--- src/rtl/ipm_coord_mapper.sv ---
// ipm_coord_mapper: pipelined bypass/LUT/flip coordinate remapper with a credit-gated first-word-fall-through output FIFO.
// Define IPM_OOB_DROP_EN to discard out-of-frame beats instead of flagging them on o_oob.
module ipm_coord_mapper #(
  parameter int CAM_DATA_WIDTH = 12,
  parameter int CAM_LINE       = 9,
  parameter int CAM_PIXEL      = 10,
  parameter int FRAME_W        = 640,
  parameter int FRAME_H        = 480,
  parameter int FIFO_DEPTH     = 4
) (
  input  logic                          clk,
  input  logic                          rst_n,
  input  logic                          i_valid,
  output logic                          o_ready,
  input  logic [CAM_LINE-1:0]           i_line,
  input  logic [CAM_PIXEL-1:0]          i_pixel,
  input  logic [CAM_DATA_WIDTH-1:0]     i_data,
  input  logic [1:0]                    im_p,
  output logic [CAM_LINE+CAM_PIXEL-1:0] o_lut_addr,
  output logic                          o_lut_en,
  input  logic [CAM_LINE+CAM_PIXEL-1:0] i_lut_data,
  output logic                          o_valid,
  input  logic                          i_ready,
  output logic [CAM_LINE-1:0]           o_line,
  output logic [CAM_PIXEL-1:0]          o_pixel,
  output logic [CAM_DATA_WIDTH-1:0]     o_data,
  output logic                          o_oob
);
  localparam int AW = $clog2(FIFO_DEPTH);
  localparam int CW = AW + 1;
  localparam logic [CAM_PIXEL:0] PX_LIM = (CAM_PIXEL+1)'(FRAME_W);
  localparam logic [CAM_PIXEL:0] PX_MAX = (CAM_PIXEL+1)'(FRAME_W - 1);
  localparam logic [CAM_LINE:0]  LN_LIM = (CAM_LINE+1)'(FRAME_H);
  localparam logic [CAM_LINE:0]  LN_MAX = (CAM_LINE+1)'(FRAME_H - 1);

  typedef struct packed {
    logic [CAM_LINE-1:0]       line;
    logic [CAM_PIXEL-1:0]      pixel;
    logic [CAM_DATA_WIDTH-1:0] data;
  } src_t;

  typedef struct packed {
    logic [CAM_LINE-1:0]       line;
    logic [CAM_PIXEL-1:0]      pixel;
    logic [CAM_DATA_WIDTH-1:0] data;
    logic                      oob;
  } beat_t;

  logic                rdy_q;
  logic                s0_v_q;
  src_t                s0_q;
  logic [1:0]          s0_mode_q;
  logic                s1_v_q;
  beat_t               s1_q, s1_d;
  beat_t               mem_q [FIFO_DEPTH];
  beat_t               head;
  logic [AW-1:0]       wr_q, rd_q;
  logic [CW-1:0]       cnt_q, occ;
  logic                accept, push, pop;
  logic [CAM_PIXEL:0]  hx;
  logic [CAM_LINE:0]   vy;
  logic [CAM_LINE-1:0] dst_line;
  logic [CAM_PIXEL-1:0] dst_pix;
  logic                oob;

  // Credits cover FIFO entries plus beats still in S0/S1, so the FIFO can never overflow.
  assign occ        = cnt_q + CW'(s0_v_q) + CW'(s1_v_q);
  assign o_ready    = rdy_q & (occ < CW'(FIFO_DEPTH));
  assign accept     = i_valid & o_ready;
  assign o_lut_en   = accept & (im_p == 2'd1);
  assign o_lut_addr = o_lut_en ? {i_line, i_pixel} : '0;

  always_comb begin
    hx       = PX_MAX - {1'b0, s0_q.pixel};
    vy       = LN_MAX - {1'b0, s0_q.line};
    dst_line = (s0_mode_q == 2'd1) ? i_lut_data[CAM_PIXEL +: CAM_LINE] :
               (s0_mode_q == 2'd3) ? vy[CAM_LINE-1:0] : s0_q.line;
    dst_pix  = (s0_mode_q == 2'd1) ? i_lut_data[CAM_PIXEL-1:0] :
               (s0_mode_q == 2'd2) ? hx[CAM_PIXEL-1:0] : s0_q.pixel;
    oob      = ({1'b0, s0_q.line} >= LN_LIM) | ({1'b0, s0_q.pixel} >= PX_LIM)
             | ({1'b0, dst_line} >= LN_LIM) | ({1'b0, dst_pix} >= PX_LIM)
             | ((s0_mode_q == 2'd2) & hx[CAM_PIXEL]) | ((s0_mode_q == 2'd3) & vy[CAM_LINE])
             | ((s0_mode_q == 2'd1) & (&i_lut_data));
    s1_d     = oob ? {{(CAM_LINE+CAM_PIXEL+CAM_DATA_WIDTH){1'b0}}, 1'b1}
                   : {dst_line, dst_pix, s0_q.data, 1'b0};
  end

`ifdef IPM_OOB_DROP_EN
  assign push = s1_v_q & ~s1_q.oob;
`else
  assign push = s1_v_q;
`endif

  assign o_valid = cnt_q != '0;
  assign pop     = o_valid & i_ready;
  assign head    = mem_q[rd_q];
  assign o_line  = o_valid ? head.line : '0;
  assign o_pixel = o_valid ? head.pixel : '0;
  assign o_data  = o_valid ? head.data : '0;
  assign o_oob   = o_valid & head.oob;

  always_ff @(posedge clk or negedge rst_n) begin
    if (!rst_n) begin
      rdy_q     <= 1'b0;
      s0_v_q    <= 1'b0;
      s0_q      <= '0;
      s0_mode_q <= '0;
      s1_v_q    <= 1'b0;
      s1_q      <= '0;
      wr_q      <= '0;
      rd_q      <= '0;
      cnt_q     <= '0;
    end else begin
      rdy_q  <= 1'b1;
      s0_v_q <= accept;
      if (accept) begin
        s0_q      <= {i_line, i_pixel, i_data};
        s0_mode_q <= im_p;
      end
      s1_v_q <= s0_v_q;
      if (s0_v_q) s1_q <= s1_d;
      if (push) wr_q <= wr_q + AW'(1);
      if (pop) rd_q <= rd_q + AW'(1);
      cnt_q <= cnt_q + CW'(push) - CW'(pop);
    end
  end

  always_ff @(posedge clk) begin
    if (push) mem_q[wr_q] <= s1_q;
  end
endmodule

--- config.mk ---
export PLATFORM = sky130hd
export DESIGN_NAME = ipm_coord_mapper
export DESIGN_NICKNAME = d
export VERILOG_FILES = /design/src/rtl/ipm_coord_mapper.sv
export SDC_FILE = /design/constraint.sdc
export NUM_CORES = 1
export LEC_CHECK = 0
export CORE_MARGIN = 10
export CORE_UTILIZATION = 40
export DETAILED_ROUTE_END_ITERATION = 8
export GPL_TIMING_DRIVEN = 0
export SYNTH_ARGS = -nofsm -noshare
export SYNTH_HDL_FRONTEND = slang
export SYNTH_SLANG_ARGS = --single-unit
--- constraint.sdc ---
create_clock -name clk -period 2.3 [get_ports clk]
set_input_delay 0.345 -clock clk [delete_from_list [all_inputs] [get_ports clk]]
set_output_delay 0.345 -clock clk [all_outputs]
set_load 0.05 [all_outputs]
# After elaboration in Yosys (flattened, before gate mapping)
# Memories as Yosys holds them, arrays and structs flattened.
# Cells that the tools add are included.
# word_totals
register_bits,75
ramBits,128
mem_count,1
romBits,0
latch_bits,0
elab_cells,59
# mem_list
memory,depth,width,rd,rd_ports_with_merged_regs,write_ports,line,source
mem_q,4,32,1,0,1,55,beat_t mem_q [FIFO_DEPTH];
# op_classes
n_addsub,8
n_lt_le_gt_ge,5
div,0
shifts,0
n_bitwise,14
muxes,11
eq_ne,4
n_mul,0
reduce_logical,2
# ops
cell,count
2-to-1 mux 32 bit,1
2-to-1 mux 10 bit,3
2-to-1 mux 9 bit,3
>= comparator 10 bit (second input constant),2
2-to-1 mux 19 bit,1
AND reduction 19 bit,1
>= comparator 9 bit (second input constant),2
2-to-1 mux 12 bit,1
subtractor 10 x 10 -> 11 bit (first input constant),1
subtractor 9 x 9 -> 10 bit (first input constant),1
adder 3 x 1 -> 3 bit,3
bitwise AND 1 bit,8
OR 1 bit,6
adder 2 x 1 -> 2 bit (second input constant),2
== test 2 x 1 -> 1 bit (second input constant),2
== test 2 bit (second input constant),2
less-than comparator 3 bit (second input constant),1
nonzero test 3 bit,1
subtractor 3 x 1 -> 3 bit,1
2-to-1 mux 1 bit,2

# Logic depth before layout (Yosys ltp)
# Gate-level depths: netlist of run 1.
# logic_depth
ltp_word,10
ltp_mapped,9
ltp_nobuf,9

# Least setup slack after synthesis of run 1
# OpenSTA, ideal clock, no wires.
# synth_path
path_kind,register to output
start,"reg s1_v_q, in the netlist push"
end,out o_lut_addr[10]
t_arrival_ps,2686
required_time_ps,1955
path_slack_ps,-731
path_stages_with_launch,8
path_buffers,1
cell_sequence,dfrtp_1 -> ha_1 -> a21o_1 -> a21oi_1 -> o211ai_1 -> nor3b_1 -> clkbuf_1 -> and2_1
# synth_via
elab_chain_cells,6
# synth_lines
item,line,source
from (decl),53,logic s1_v_q;
from (signal assigned),120,s1_v_q <= s0_v_q;
adder 3 x 1 -> 3 bit,67,assign occ = cnt_q + CW'(s0_v_q) + CW'(s1_v_q);
less-than comparator 3 bit,68,assign o_ready = rdy_q & (occ < CW'(FIFO_DEPTH));
bitwise AND 1 bit,68,
bitwise AND 1 bit,69,assign accept = i_valid & o_ready;
bitwise AND 1 bit,70,assign o_lut_en = accept & (im_p == 2'd1);
named net o_lut_en,20,"output logic o_lut_en,"
2-to-1 mux 19 bit,71,"assign o_lut_addr = o_lut_en ? {i_line, i_pixel} : '0;"
to (decl),19,"output logic [CAM_LINE+CAM_PIXEL-1:0] o_lut_addr,"
# The timed path passes the listed nets, and every way through them passes these cells.

# Final worst setup path of run 1
# layout_path
start,"reg s1_v_q, in the netlist push"
end,out o_lut_addr[5]
# layout_via
elab_chain_cells,6
# layout_lines
item,line
adder 3 x 1 -> 3 bit,67
less-than comparator 3 bit,68
bitwise AND 1 bit,68
bitwise AND 1 bit,69
bitwise AND 1 bit,70
2-to-1 mux 19 bit,71
# No other way between the ends.

==> flow_metrics.tcl, run 1 <==
set metrics [dict create \
    layout_min_cycle_time_ns 2.88 \
    clkTransAtPathRegs_ns 0.06 \
    dp_hpwl_mm 13.0 \
    ant_nets 0 \
    multi_input_area_sq_mm 0.00282 \
    die_h_um 165 \
    postSynthCellCount 496 \
    irDropWorstVdd_mv 0.649 \
    final-setup-viol-count 51 \
    async_reset_ff_frac 0.369 \
    leakage_nw 4.46 \
    firstDrtPassIters 4 \
    maxSlewHeadroom 0.533 \
    drv_cap 0 \
    critPathKind "reg -> out" \
    netlist_area_sq_mm 0.00846 \
    grt_overflow_total 0 \
    period_share 1.25 \
    synth_edf_count 128 \
    arrival_ns 2.54 \
    vias_per_cell 5.09 \
    ioPinCount 110 \
    violations "negative setup slack" \
    synthDistinctLibCells 57 \
    areaGrowthSynthToFinish_pct 37.6 \
    drc 0 \
    cp-end-kind "output pin" \
    synth-main-ff-cell "edfxtp_1" \
    critPathMaxFanout 5 \
    grt_start_max_net_pins 54 \
    final_hold_viol_count 0 \
    grt_pass1_vias 5373 \
    yosysWarnings 0 \
    cts_root_buf "clkbuf_16" \
    vias 4841 \
    diodes 0 \
    wire_per_inst_um 20.0 \
    die-area_sq_mm 0.0274 \
    holdCritPathClass "in -> async" \
    critical_path_required_ns 1.96 \
    syn_avg_cell_area_sq_um 17.1 \
    antenna_found_initial 0 \
    drv_slew 0 \
    cts_buffer_depth 3 \
    htreeDepth 1 \
    rows 53 \
    layout_common_cells "edfxtp_1 (128), dfrtp_1 (70), clkdlybuf4s50_1 (54), and2_4 (50), buf_8 (42)" \
    power_density_mw_per_mm2 1440 \
    layoutNonFillerInstCount 951 \
    yosys_register_bits 203 \
    syn_nets 564 \
    clk_latency_ns 0.49 \
    fillers 1603 \
    status "complete, but fails checks" \
    grt_usage 0.142 \
    dpl.cell_count 885 \
    cts.sinks 203 \
    holdWs_ns 0.307 \
    worstMarginPinSlew_ns 0.701 \
    start_kind "flip-flop" \
    num-nets-final 729 \
    cts_tree "done" \
    initial_utilization 0.405 \
    final_util 0.558 \
    wirelength_mm 19.0 \
    port_buffers 109 \
    ys_seq_area_frac 0.676 \
    die_w_um 165 \
    seqCellArea_sq_mm 0.00573 \
    fmax_ghz 0.347 \
    skew_ns 0.0152 \
    core_sq_mm 0.0209 \
    layout_commonest_cell "edfxtp_1" \
    rsz0062_at_grt "true" \
    cts_buffers 21 \
    grt_first_pass_wirelength_mm 30.2 \
    fin_ws_ns -0.582 \
    place.gp.congestion 0.771 \
    drtIter0Drc 221 \
    drive_gt1_frac 0.450 \
]
## worst max-delay path, stage by stage, from the launching register on
cell      delay, ns
dfrtp_2        0.43
ha_4           0.26
a21o_1         0.15
and3_4         0.19
o211ai_1       0.09
buf_4          0.16
nor3b_4        0.19
buf_6          0.16
buf_4          0.14
and2_4         0.14
buf_8          0.14
## cells in the mapped netlist, drive strengths merged (2+ instances only)
master | number | area (sq um)
ha | 11 | 138
xnor2 | 3 | 26.3
o21ai | 9 | 45.0
and2b | 2 | 15.0
a211oi | 2 | 20.0
mux2i | 2 | 20.0
a31oi | 2 | 12.5
o2bb2ai | 15 | 194
nor2 | 15 | 56.3
mux4 | 32 | 721
o41ai | 2 | 17.5
dfrtp | 75 | 1880
edfxtp | 128 | 3840
nand2 | 8 | 30.0
a221oi | 7 | 73.8
a21oi | 9 | 45.0
a22o | 12 | 105
nand3 | 2 | 10.0
nor2b | 3 | 23.8
buf | 12 | 88.8
or4 | 2 | 15.0
xor2 | 4 | 42.6
inv | 12 | 45.0
or3 | 2 | 13.8
and2 | 58 | 363
mux2 | 34 | 383
clkbuf | 13 | 48.8
## power by group
part,switching [mW],total (mW),internal [mW]
registers,0.755,5.70,4.94
logic,3.88,7.74,3.86
clock network,1.35,3.38,2.04
total,5.98,16.8,10.8
## state kept, by name, indices dropped and copies added (netlist names)
name,flops
mem_q,128
s1_q,32
s0_q,31
cnt_q,3
rd_q,2
s0_mode_q,2
wr_q,2
push,1
rdy_q,1
s0_v_q,1
## cells by family (layout without fill, tap and decap cells)
family          after synthesis  count (layout)  synth area share
simple gates                100             100            0.0698
compound gates               68              68            0.0727
mux                          68              68             0.133
xor+xnor                      7               7           0.00813
flops                       203             203             0.676
fa+ha+maj                    12              12            0.0186
buf+inv                      37             217            0.0216
other cells                   1               1          0.000443
## through the flow
step | setup WS (ns) | instance area (sq um) | TNS (ns) | power (mW)
floorplan | -0.0605 | 8530 | -0.773 | 9.85
global placement | -1.76 | 9970 | -201.44 | 11.7
detailed placement | -1.06 | 10100 | -55.27 | 11.9
CTS | -0.620 | 11400 | -19.60 | 16.5
global route | -0.660 | 11600 | -18.65 | 17.7
finish | -0.582 | 11600 | -15.00 | 16.8
## worst paths after layout
check	cells past startpoint	start	endpoint	slack, ns
worst max-delay path	10	push$_DFF_PN0_	o_lut_addr[5]	-0.58
worst min-delay path	2	rst_n	cnt_q[2]$_DFF_PN0_	0.31
worst max register to register	10	cnt_q[0]$_DFF_PN0_	cnt_q[2]$_DFF_PN0_	-0.06
worst min register to register	1	s0_q[7]$_DFFE_PN0P_	s1_q[8]$_DFFE_PN0P_	0.49
max in group asynchronous	3	rst_n	s1_q[9]$_DFFE_PN0P_	1.42
min in group clk	2	i_data[9]	s0_q[9]$_DFFE_PN0P_	0.47
## final cells by class
type                            instances  share of cell area
Sequential cell                       203               0.492
Multi-Input combinational cell        256               0.242
Timing Repair Buffer                  145               0.155
Clock buffer                           28              0.0508
Tap cell                              275              0.0295
Buffer                                 22              0.0179
Clock inverter                         10             0.00913
Inverter                               12             0.00387
## per-layer routing
layer,vias up,track usage,part of all wire
met1,2452,0.175,0.42
li1,2235,-,-
met4,0,0.0343,0.017
met2,130,0.242,0.49
met5,-,0,0
met3,24,0.0387,0.072
## what timing repair did
action	CTS	global route
setup endpoints to repair	103	95
gates resized for setup	460	69
cloned	3	1
pin swaps	8	22
hold buffers	1	0
buffers inserted	18	12
endpoints found under the hold margin	22	0
No activity file was read; power rests on OpenSTA's default activity.
==> inputs of run 2 (changes only) <==
SLEW_MARGIN = 10   (was unset)
==> run 2 against run 1 <==
Net effect: the flow still finishes with violations (negative setup slack); critical endpoint is now o_lut_addr[13]; critical path type unchanged; largest cell class unchanged; non-clock buffer count increased by 2; routed wire length decreased by 0.71%; final cell count increased by 0.21%; via count decreased by 0.99%.
==> flow_metrics.tcl, run 2 (synthesis results as in run 1) <==
set metrics [dict create \
    vias_per_cell 5.03 \
    die_h_um 165 \
    status "complete, but fails checks" \
    fillers 1641 \
    drv_cap 0 \
    htreeDepth 1 \
    areaGrowthSynthToFinish_pct 36.0 \
    clk_latency_ns 0.48 \
    cts_buffer_depth 3 \
    grt_overflow_total 0 \
    maxSlewHeadroom 0.533 \
    layout_common_cells "edfxtp_1 (128), dfrtp_1 (71), clkdlybuf4s50_1 (54), and2_4 (46), buf_6 (37)" \
    multi_input_area_sq_mm 0.00280 \
    clockPowerShare 0.186 \
    layout_commonest_cell "edfxtp_1" \
    total_power_mw 16.3 \
    switching_share 0.363 \
    largestRegisters "mem_q (128), s1_q (32), s0_q (31)" \
    cts_buffers 21 \
    layout_min_cycle_time_ns 2.89 \
    wirelength_mm 18.9 \
    grt_start_max_net_pins 54 \
    critical_path_required_ns 1.96 \
    cts.sinks 203 \
    violations "negative setup slack" \
    final_hold_viol_count 0 \
    rows 53 \
    clkTransAtPathRegs_ns 0.06 \
    cp-end-kind "output pin" \
    holdCritPathClass "in -> async" \
    die-area_sq_mm 0.0274 \
    drv_slew 0 \
    grt_usage 0.139 \
    fmax_ghz 0.346 \
    drc 0 \
    ioPinCount 110 \
    fin_ws_ns -0.590 \
    p_int_mw 10.4 \
    critPathMaxFanout 5 \
    dp_hpwl_mm 12.9 \
    cts_root_buf "clkbuf_16" \
    place.gp.congestion 0.771 \
    sequentialPowerShare 0.350 \
    vias 4793 \
    largest_register_ffs 128 \
    ant_nets 0 \
    die_w_um 165 \
    critPathKind "reg -> out" \
    worstMarginPinSlew_ns 0.700 \
    diodes 0 \
    leakage_nw 4.42 \
    skew_ns 0.00912 \
    switching_power_mw 5.90 \
    arrival_ns 2.55 \
    period_share 1.26 \
    rsz0062_at_grt "true" \
    num-nets-final 731 \
    power_density_mw_per_mm2 1410 \
    start_kind "flip-flop" \
    cts_tree "done" \
    final_util 0.551 \
    firstDrtPassIters 5 \
    core_sq_mm 0.0209 \
    irDropWorstVdd_mv 0.526 \
    antenna_found_initial 0 \
    largest-register "mem_q" \
    combPwrFrac 0.464 \
    wire_per_inst_um 19.8 \
    initial_utilization 0.405 \
    reg2reg_slack_ns -0.25 \
    drtIter0Drc 239 \
    reg2regPathDepth 12 \
    grt_first_pass_wirelength_mm 29.8 \
    seqCellArea_sq_mm 0.00573 \
    final-setup-viol-count 55 \
    drive_gt1_frac 0.434 \
    port_buffers 109 \
    grt_pass1_vias 5365 \
]
-- run 2: cell count changes in the layout (fill, tap and decap cells not counted), sizes merged --
cell	change
clkbuf	+7
buf	-4
clkinv	+2
clkinvlp	-2
inv	+1
bufinv	-2
-- run 2: final timing paths --
check,startpoint,end
min reg2reg,s0_q[4]$_DFFE_PN0P_,s1_q[5]$_DFFE_PN0P_
max in group asynchronous,rst_n,s1_q[8]$_DFFE_PN0P_
max,cnt_q[0]$_DFF_PN0_,o_lut_addr[13]
min,rst_n,rdy_q$_DFF_PN0_
max reg2reg,cnt_q[0]$_DFF_PN0_,cnt_q[2]$_DFF_PN0_
min in group clk,i_data[10],s0_q[10]$_DFFE_PN0P_
-- run 2: power by group through the flow --
stage,combinational (mW),clock (mW),sequential [mW]
after floorplan,4.39,0,5.45
after global placement,6.03,0,5.64
after detailed placement,6.17,0,5.70
after CTS,7.35,3.10,5.69
after global routing,8.07,3.26,5.82
final,7.56,3.03,5.69
-- run 2: final cells by class --
cell class / count / share of cell area
repair buffers: 147 / 0.152
well taps: 275 / 0.0299
multi-input cells: 256 / 0.243
plain buffers: 22 / 0.0202
inverters: 12 / 0.00391
flip-flops and latches: 203 / 0.497
clock buffers: 29 / 0.0491
clock inverters: 9 / 0.00424
-- run 2: metal layers --
layer | track usage | wire length [um] | vias to the layer above | part of all wire
met5 | 0 | 0 | - | 0
met3 | 0.0387 | 1150 | 23 | 0.061
li1 | - | - | 2235 | -
met4 | 0.0311 | 247 | 0 | 0.013
met1 | 0.169 | 8000 | 2416 | 0.42
met2 | 0.243 | 9480 | 119 | 0.50
-- run 2: through the flow --
step           setup TNS [ns]  setup WS [ns]  std cells  cell area, sq um  hold slack [ns]
2_1_floorplan          -0.773        -0.0605        496              8530           0.0494
3_3_place_gp          -201.44          -1.76        880              9970            0.470
3_5_place_dp           -56.36          -1.07        885             10100            0.271
4_1_cts                -18.32         -0.626        947             11300            0.307
5_1_grt                -25.06         -0.718        953             11500            0.336
6_report               -20.35         -0.590        953             11500            0.307
-- run 2: worst max-delay path: stages, from the launching register on --
cell      delay (ns)
dfrtp_1         0.41
ha_4            0.24
a21o_1          0.18
a21oi_2         0.16
o211ai_1        0.11
buf_4           0.16
nor3b_4         0.31
clkbuf_8        0.22
and2_4          0.14
buf_8           0.14
-- run 2: timing repair --
| item | CTS | global route |
|---|---|---|
| buffers inserted | 21 | 5 |
| cloned | 4 | 3 |
| endpoints found under the setup margin | 103 | 105 |
| endpoints found under the hold margin | 22 | 0 |
| hold buffers | 1 | 0 |
| gates resized for setup | 475 | 21 |
| pin swaps | 12 | 8 |
==> inputs of run 3 (changes only) <==
CTS_CLUSTER_SIZE = 12   (was unset)
==> run 3 against run 2 <==
Net effect: the flow still finishes with violations (negative setup slack); clock skew grew 0.0071 ns; register-to-register slack gained 0.13 ns; worst hold slack gained 0.0043 ns; die area is the same; critical path depth is the same; final cell count grew 0.31%; clock power grew 9.2%; sequential share of layout area shrank 0.63 points; fmax shrank 0.18%; combinational power grew 2.8%.
==> flow_metrics.tcl, run 3 (synthesis results as in run 1) <==
set metrics [dict create \
    cts_buffers 22 \
    ant_nets 0 \
    areaGrowthSynthToFinish_pct 37.8 \
    multi_input_area_sq_mm 0.00280 \
    drtIter0Drc 289 \
    layoutNonFillerInstCount 956 \
    grt_start_max_net_pins 54 \
    maxSlewHeadroom 0.535 \
    die_h_um 165 \
    cts_tree "done" \
    rsz0062_at_grt "true" \
    die-area_sq_mm 0.0274 \
    post-route-cell-area_sq_mm 0.0117 \
    critPathKind "reg -> out" \
    clk_latency_ns 0.49 \
    die_w_um 165 \
    fin_ws_ns -0.595 \
    drive_gt1_frac 0.435 \
    leakage_nw 4.48 \
    irDropWorstVdd_mv 0.766 \
    drv_cap 0 \
    final_hold_viol_count 0 \
    placed_area_sq_mm 0.0101 \
    wirelength_mm 18.9 \
    grt_overflow_total 0 \
    initial_utilization 0.405 \
    tns_ns -16.20 \
    place_ws_ns -1.07 \
    fillers 1616 \
    cts.sinks 203 \
    total_power_mw 16.8 \
    diodes 0 \
    layout_min_cycle_time_ns 2.90 \
    status "complete, but fails checks" \
    fmax_ghz 0.345 \
    drc 0 \
    wire_per_inst_um 19.8 \
    antenna_found_initial 0 \
    power_density_mw_per_mm2 1440 \
    place.gp.congestion 0.771 \
    largest_register_ffs 128 \
    layout_common_cells "edfxtp_1 (128), dfrtp_1 (71), clkdlybuf4s50_1 (54), and2_4 (50), buf_8 (38)" \
    drv_slew 0 \
    largestRegisters "mem_q (128), s1_q (32), s0_q (31)" \
    holdCritPathClass "in -> async" \
    grt_first_pass_wirelength_mm 30.0 \
    cp-end-kind "output pin" \
    grt_pass1_vias 5400 \
    ioPinCount 110 \
    largest-register "mem_q" \
    grt_usage 0.141 \
    cts_root_buf "clkbuf_16" \
    cts_buffer_depth 3 \
    violations "negative setup slack" \
    rows 53 \
    worstMarginPinSlew_ns 0.697 \
    dp_hpwl_mm 12.9 \
    vias 4817 \
    seqCellArea_sq_mm 0.00573 \
    critical_path_required_ns 1.96 \
    start_kind "flip-flop" \
    final_util 0.558 \
    clkTransAtPathRegs_ns 0.06 \
    port_buffers 109 \
    skew_ns 0.0162 \
    period_share 1.26 \
    core_sq_mm 0.0209 \
    layout_commonest_cell "edfxtp_1" \
    num-nets-final 733 \
    arrival_ns 2.55 \
    holdWs_ns 0.312 \
    htreeDepth 1 \
    firstDrtPassIters 4 \
    dpl.cell_count 885 \
    critPathMaxFanout 5 \
    vias_per_cell 5.04 \
    final-setup-viol-count 54 \
]
-- run 3: layer usage --
| metal | part of all wire | GRT usage | up-vias |
|---|---|---|---|
| met1 | 0.42 | 0.171 | 2436 |
| met5 | 0 | 0 | - |
| met4 | 0.011 | 0.0343 | 0 |
| met3 | 0.068 | 0.0382 | 18 |
| met2 | 0.50 | 0.243 | 115 |
| li1 | - | - | 2248 |
-- run 3: path summary, 6_finish.rpt --
path	cells past startpoint	end	slack, ns	from
max	9	o_lut_addr[13]	-0.60	cnt_q[0]$_DFF_PN0_
min	2	rd_q[1]$_DFFE_PN0P_	0.31	rst_n
max reg2reg	11	cnt_q[2]$_DFF_PN0_	-0.12	cnt_q[0]$_DFF_PN0_
min reg2reg	1	s1_q[5]$_DFFE_PN0P_	0.48	s0_q[4]$_DFFE_PN0P_
max in group asynchronous	3	s1_q[4]$_DFFE_PN0P_	1.40	rst_n
min in group clk	1	s1_q[5]$_DFFE_PN0P_	0.48	s0_q[4]$_DFFE_PN0P_
-- run 3: power breakdown --
| group | internal, mW | switching, mW | total (mW) |
|---|---|---|---|
| Clock | 2.00 | 1.31 | 3.31 |
| Combinational | 3.90 | 3.87 | 7.77 |
| Sequential | 4.94 | 0.753 | 5.70 |
| Total | 10.8 | 5.93 | 16.8 |
-- run 3: what timing repair did --
item / in CTS / in global routing
cloned: 4 / 3
hold buffers: 1 / 0
setup endpoints to repair: 103 / 106
resized for setup: 478 / 33
endpoints found under the hold margin: 22 / 0
setup buffers: 22 / 7
pin swaps: 13 / 13
-- run 3: worst max-delay path, cell delays in order, from the launching register on --
cell      delay (ns)
dfrtp_1         0.41
ha_4            0.24
a21o_1          0.18
a21oi_2         0.16
o211ai_1        0.11
buf_4           0.16
nor3b_4         0.31
clkbuf_8        0.22
and2_4          0.14
buf_8           0.14
-- run 3: final cells by class --
class / instances / share of cell area
clock inverter: 3 / 0.00386
sequential: 203 / 0.491
multi-input combinational: 256 / 0.240
buffer: 21 / 0.0185
inverter: 12 / 0.00386
clock buffer: 37 / 0.0547
timing repair buffer: 149 / 0.158
tap: 275 / 0.0295
==> RTL change 1, RTL diff (settings of run 3) <==
The parameter `FIFO_DEPTH` goes from 4 to 8.
--- a/src/rtl/ipm_coord_mapper.sv
+++ b/src/rtl/ipm_coord_mapper.sv
@@ -8,3 +8,3 @@
   parameter int FRAME_H        = 480,
-  parameter int FIFO_DEPTH     = 4
+  parameter int FIFO_DEPTH     = 8
 ) (
Check against the original RTL: not equivalent (a bounded check fails within 10 cycles, from zero or initial values and one cycle with rst_n low).
==> RTL change 1 against run 3 <==
The run still ends with setup timing left. Non-clock buffer count up 21. Power up 49%. Core utilization down 3.1 points. Cell area up 51%. Wire length up 65%. Combinational power up 36%. Setup slack better by 54 ps. Area after synthesis up 60%. Clock power up 57%. Sequential cell count up 131. Largest cell class unchanged.
==> RTL change 1: results (changes against run 3) <==
CTS H-tree depth 2 (+1); worst slew slack as a fraction of its limit 49.52% (-4.0 points); post-layout worst setup margin -541.0 ps (+54.39 ps); minimum setup slack after placement -1212 ps (-137.6 ps); share of synthesized registers carrying an async set or reset 23.35% (-14 points); pin count of the biggest net entering global routing 53 (-1.9%); M1 wire length 13980 um (+77%); instance area after placement 15620 um2 (+55%); xor/xnor share of the synthesized area 0.5746% (-0.24 points); Clk pin slew, worst setup/hold paths 60 ps (about the same); vias in the first global route 7633 (+41%); number of flops mapped to enable cells by yosys 256 (+100%); largest clock skew in the final design 23.74 ps (+7.554 ps); number of nets produced by synthesis 792 (+40%); share of synthesized area occupied by flip-flops and latches 71.40% (+3.8 points); commonest cells in the synthesized netlist sky130_fd_sc_hd__edfxtp_1 (256), sky130_fd_sc_hd__dfrtp_1 (78), sky130_fd_sc_hd__mux4_2 (64); largest registers in the final layout mem_q x256, s1_q x32, s0_q x31; Final Net Count 983 (+34%); Final setup viols 53 (-1.9%); final setup TNS -19690 ps (-3498 ps); met1 Track Usage GR 20.18% (+3.1 points); met3 WL 1428 um (+11%); first-pass GRT wire length 47590 um (+59%); leading post-synthesis cells by cell area sky130_fd_sc_hd__edfxtp_1 (57%), sky130_fd_sc_hd__dfrtp_1 (14%), sky130_fd_sc_hd__mux4_2 (11%), sky130_fd_sc_hd__mux2_2 (3.0%), sky130_fd_sc_hd__mux2i_1 (2.5%); synthesized-area fraction occupied by adder cells 1.353% (-0.51 points); fraction of the mapped netlist area in compound gates 4.486% (-2.8 points); count of routing violations after the opening detailed-route iteration 370 (+28%); delay contributed by the slowest stage of the critical path 410 ps (about the same); antenna diode count 0 (unchanged); average detailed-routed wire length per instance 22.45 um (+14%); met2 track demand over resource in global routing 24.84% (+0.57 points); Clock Root Buffer sky130_fd_sc_hd__clkbuf_16; Placed Cells incl. Taps 1291 (+46%); portion of netlist area occupied by mux cells 16.20% (+2.9 points); count of vias placed by the detailed router 7099 (+47%); leakage 6.341 nW (+41%); worst-case clock buffer depth 3 (unchanged); dominant synthesized flop cell sky130_fd_sc_hd__edfxtp_1; clock latency at the later pin of the worst-skew pair 520 ps (+30 ps); status finished with violations; Routed WL 31160 um (+65%); post-DP HPWL 20140 um (+56%); Worst Path Arrival 2500 ps (-50 ps); share of post-route cells with drive strength above 1 41.49% (-2.0 points); VDD IR max 526.5 uV (-31%); crit-path max FO 10 (+5); family with the most delay on the worst path simple AND/OR/NAND/NOR gates; Inserted Clock Buffers 35 (+59%); slowest library cell on the worst path sky130_fd_sc_hd__dfrtp_1; met3 usage 2.856% (-0.96 points); count of unique library cells instantiated by Yosys 59 (+3.5%); iteration count of the initial detailed-routing pass 6 (+2); mean cell area of the mapped netlist 18.70 um2 (+9.6%); routed length on met2 15280 um (+61%); final weighted congestion of routability-driven global placement 0.7300 (-5.3%); overall fraction of global-route tracks in use 15.00% (+0.94 points); count of synthesis-stage warnings from yosys 0 (unchanged); reported net switching power 8.944 mW (+51%); violations in the final reports setup timing
RTL change 1: changes by cell type after synthesis, sizes merged, moves of 3 or more:
| cell | run 3 | this run |
|---|---|---|
| mux4 | 32 | 64 |
| inv | 12 | 15 |
| mux2i | 2 | 34 |
| nor2 | 15 | 54 |
| dfrtp | 75 | 78 |
| and2 | 58 | 23 |
| clkbuf | 13 | 22 |
| nand2b | 0 | 3 |
| edfxtp | 128 | 256 |
RTL change 1: path summary, 6_finish.rpt:
| check | to | slack, ps | start | depth (start not counted) |
|---|---|---|---|---|
| setup reg to reg | cnt_q[1] | -30 | cnt_q[2] | 13 |
| hold / removal | cnt_q[2] | 310 | rst_n | 2 |
| hold reg to reg | s1_q[11] | 480 | s0_q[10] | 1 |
| max in group asynchronous | push | 1390 | rst_n | 3 |
| setup / recovery | o_lut_addr[2] | -540 | cnt_q[0] | 9 |
| min in group clk | s0_q[3] | 440 | i_data[3] | 2 |
RTL change 1: timing repair:
action,in CTS,in global routing
cloned,7,1
hold buffers,1,0
hold endpoints to repair,26,0
resized for setup,497,54
setup endpoints to repair,100,109
pin swaps,5,14
buffers inserted,24,13
RTL change 1: layout make-up:
cell class	count	area [um2]
Buffer	31	351.6
Clock buffer	60	1021
Clock inverter	4	35.03
Fill cell	2628	15800
Inverter	15	61.31
Multi-Input combinational cell	336	3975
Sequential cell	334	9642
Tap cell	448	560.5
Timing Repair Buffer	160	2002
RTL change 1: power groups by stage:
| stage | sequential, mW | clock, mW | combinational [mW] |
|---|---|---|---|
| finish | 9.18 | 5.21 | 10.6 |
| global route | 9.35 | 5.56 | 11.3 |
| CTS | 9.13 | 5.32 | 10.7 |
| detailed placement | 9.24 | 0 | 8.91 |
| global placement | 9.20 | 0 | 8.73 |
| floorplan | 8.82 | 0 | 6.34 |
==> RTL change 2, RTL diff (settings of run 3) <==
Made on the original files. Reset style: synchronous (`rst_n`), changed in one clocked block.
--- a/src/rtl/ipm_coord_mapper.sv
+++ b/src/rtl/ipm_coord_mapper.sv
@@ -101,3 +101,3 @@
 
-  always_ff @(posedge clk or negedge rst_n) begin
+  always_ff @(posedge clk) begin
     if (!rst_n) begin
Formal check against the unedited RTL: differs if rst_n is asserted again (counterexample within 4 cycles, from zero or initial values and one cycle with rst_n low); with rst_n held inactive, the same outputs for 10 cycles.
==> RTL change 2 against run 3 <==
Area after synthesis grew 3.0%. Cell area is 0.31% higher. Setup slack better by 130 ps. Wire length increased by 4.3%. The run still ends with setup timing left. Sequential cell count is 2 higher. Final cell count is 12% higher. Maximum frequency grew 4.6%. Highest routed layer unchanged.
Power is not compared: it rests on default switching activity, and its combinational part moved more than twofold at a synthesized area within 25%.
==> RTL change 2: results (changes against run 3) <==
Hold Path Class reg2reg; worst hold slack after final layout 464.1 ps (+152.5 ps); synthesized-area fraction occupied by adder cells 1.808% (-0.055 points); post-layout worst setup margin -467.6 ps (+127.9 ps); number of signal-net buffers in the layout 167 (-1.8%); fraction of the mapped netlist area in compound gates 5.711% (-1.6 points); proportion of cell area occupied by multi-input gates 27.66% (+3.6 points); pin count of the biggest net entering global routing 22 (-59%); portion of netlist area occupied by mux cells 14.42% (+1.1 points); violations in the final reports setup timing; largest clock skew in the final design 16.66 ps (+0.4733 ps); count of non-CTS inverters in the layout 26 (+14); share of post-route cells with drive strength above 1 32.53% (-11 points); slowest library cell on the worst path sky130_fd_sc_hd__dfxtp_4; Multi-Input Combinational 355 (+39%); Placed Cells incl. Taps 1009 (+14%); share of synthesized area occupied by flip-flops and latches 61.76% (-5.8 points); status finished with violations; R2R Setup Slk -60 ps (+60 ps); leading post-synthesis cells by cell area sky130_fd_sc_hd__edfxtp_1 (44%), sky130_fd_sc_hd__dfxtp_1 (18%), sky130_fd_sc_hd__mux4_2 (8.3%), sky130_fd_sc_hd__mux2i_1 (5.9%), sky130_fd_sc_hd__and2_1 (4.1%); M1 wire length 8753 um (+11%); Mapped Cells 621 (+25%); sequential fraction of total cell area 46.13% (-3.0 points); instance area after placement 10280 um2 (+2.0%); Final setup viols 36 (-33%); Layout Utilization 55.11% (-0.70 points); non-filler instance count after layout 1068 (+12%); # clk buffers 34 (-8.1%); Routed WL 19710 um (+4.3%); met3 WL 1216 um (-5.7%)
-- RTL change 2: cell count changes after synthesis, sizes merged, moves of 17 or more --
cell and change:
dfxtp +77, dfrtp -75, mux2i +49, nor2 +48
mux2 -32, o31ai +18, nand2 +17
-- RTL change 2: worst max path at each step --
| stage | start | end | slack [ps] | depth (start not counted) |
|---|---|---|---|---|
| 6_report | push | o_lut_addr[7] | -470 | 10 |
| 5_1_grt | push | o_lut_addr[5] | -570 | 10 |
| 4_1_cts | push | o_lut_addr[18] | -500 | 10 |
| 3_5_place_dp | push | o_lut_addr[2] | -960 | 9 |
| 3_3_place_gp | push | o_lut_addr[2] | -880 | 9 |
| 2_1_floorplan | push | o_lut_addr[0] | 1 | 8 |
-- RTL change 2: what timing repair did --
item	in CTS	in global routing
pin swaps	9	27
gates cloned	4	1
gates resized for setup	334	220
endpoints found under the setup margin	56	66
setup buffers	10	9
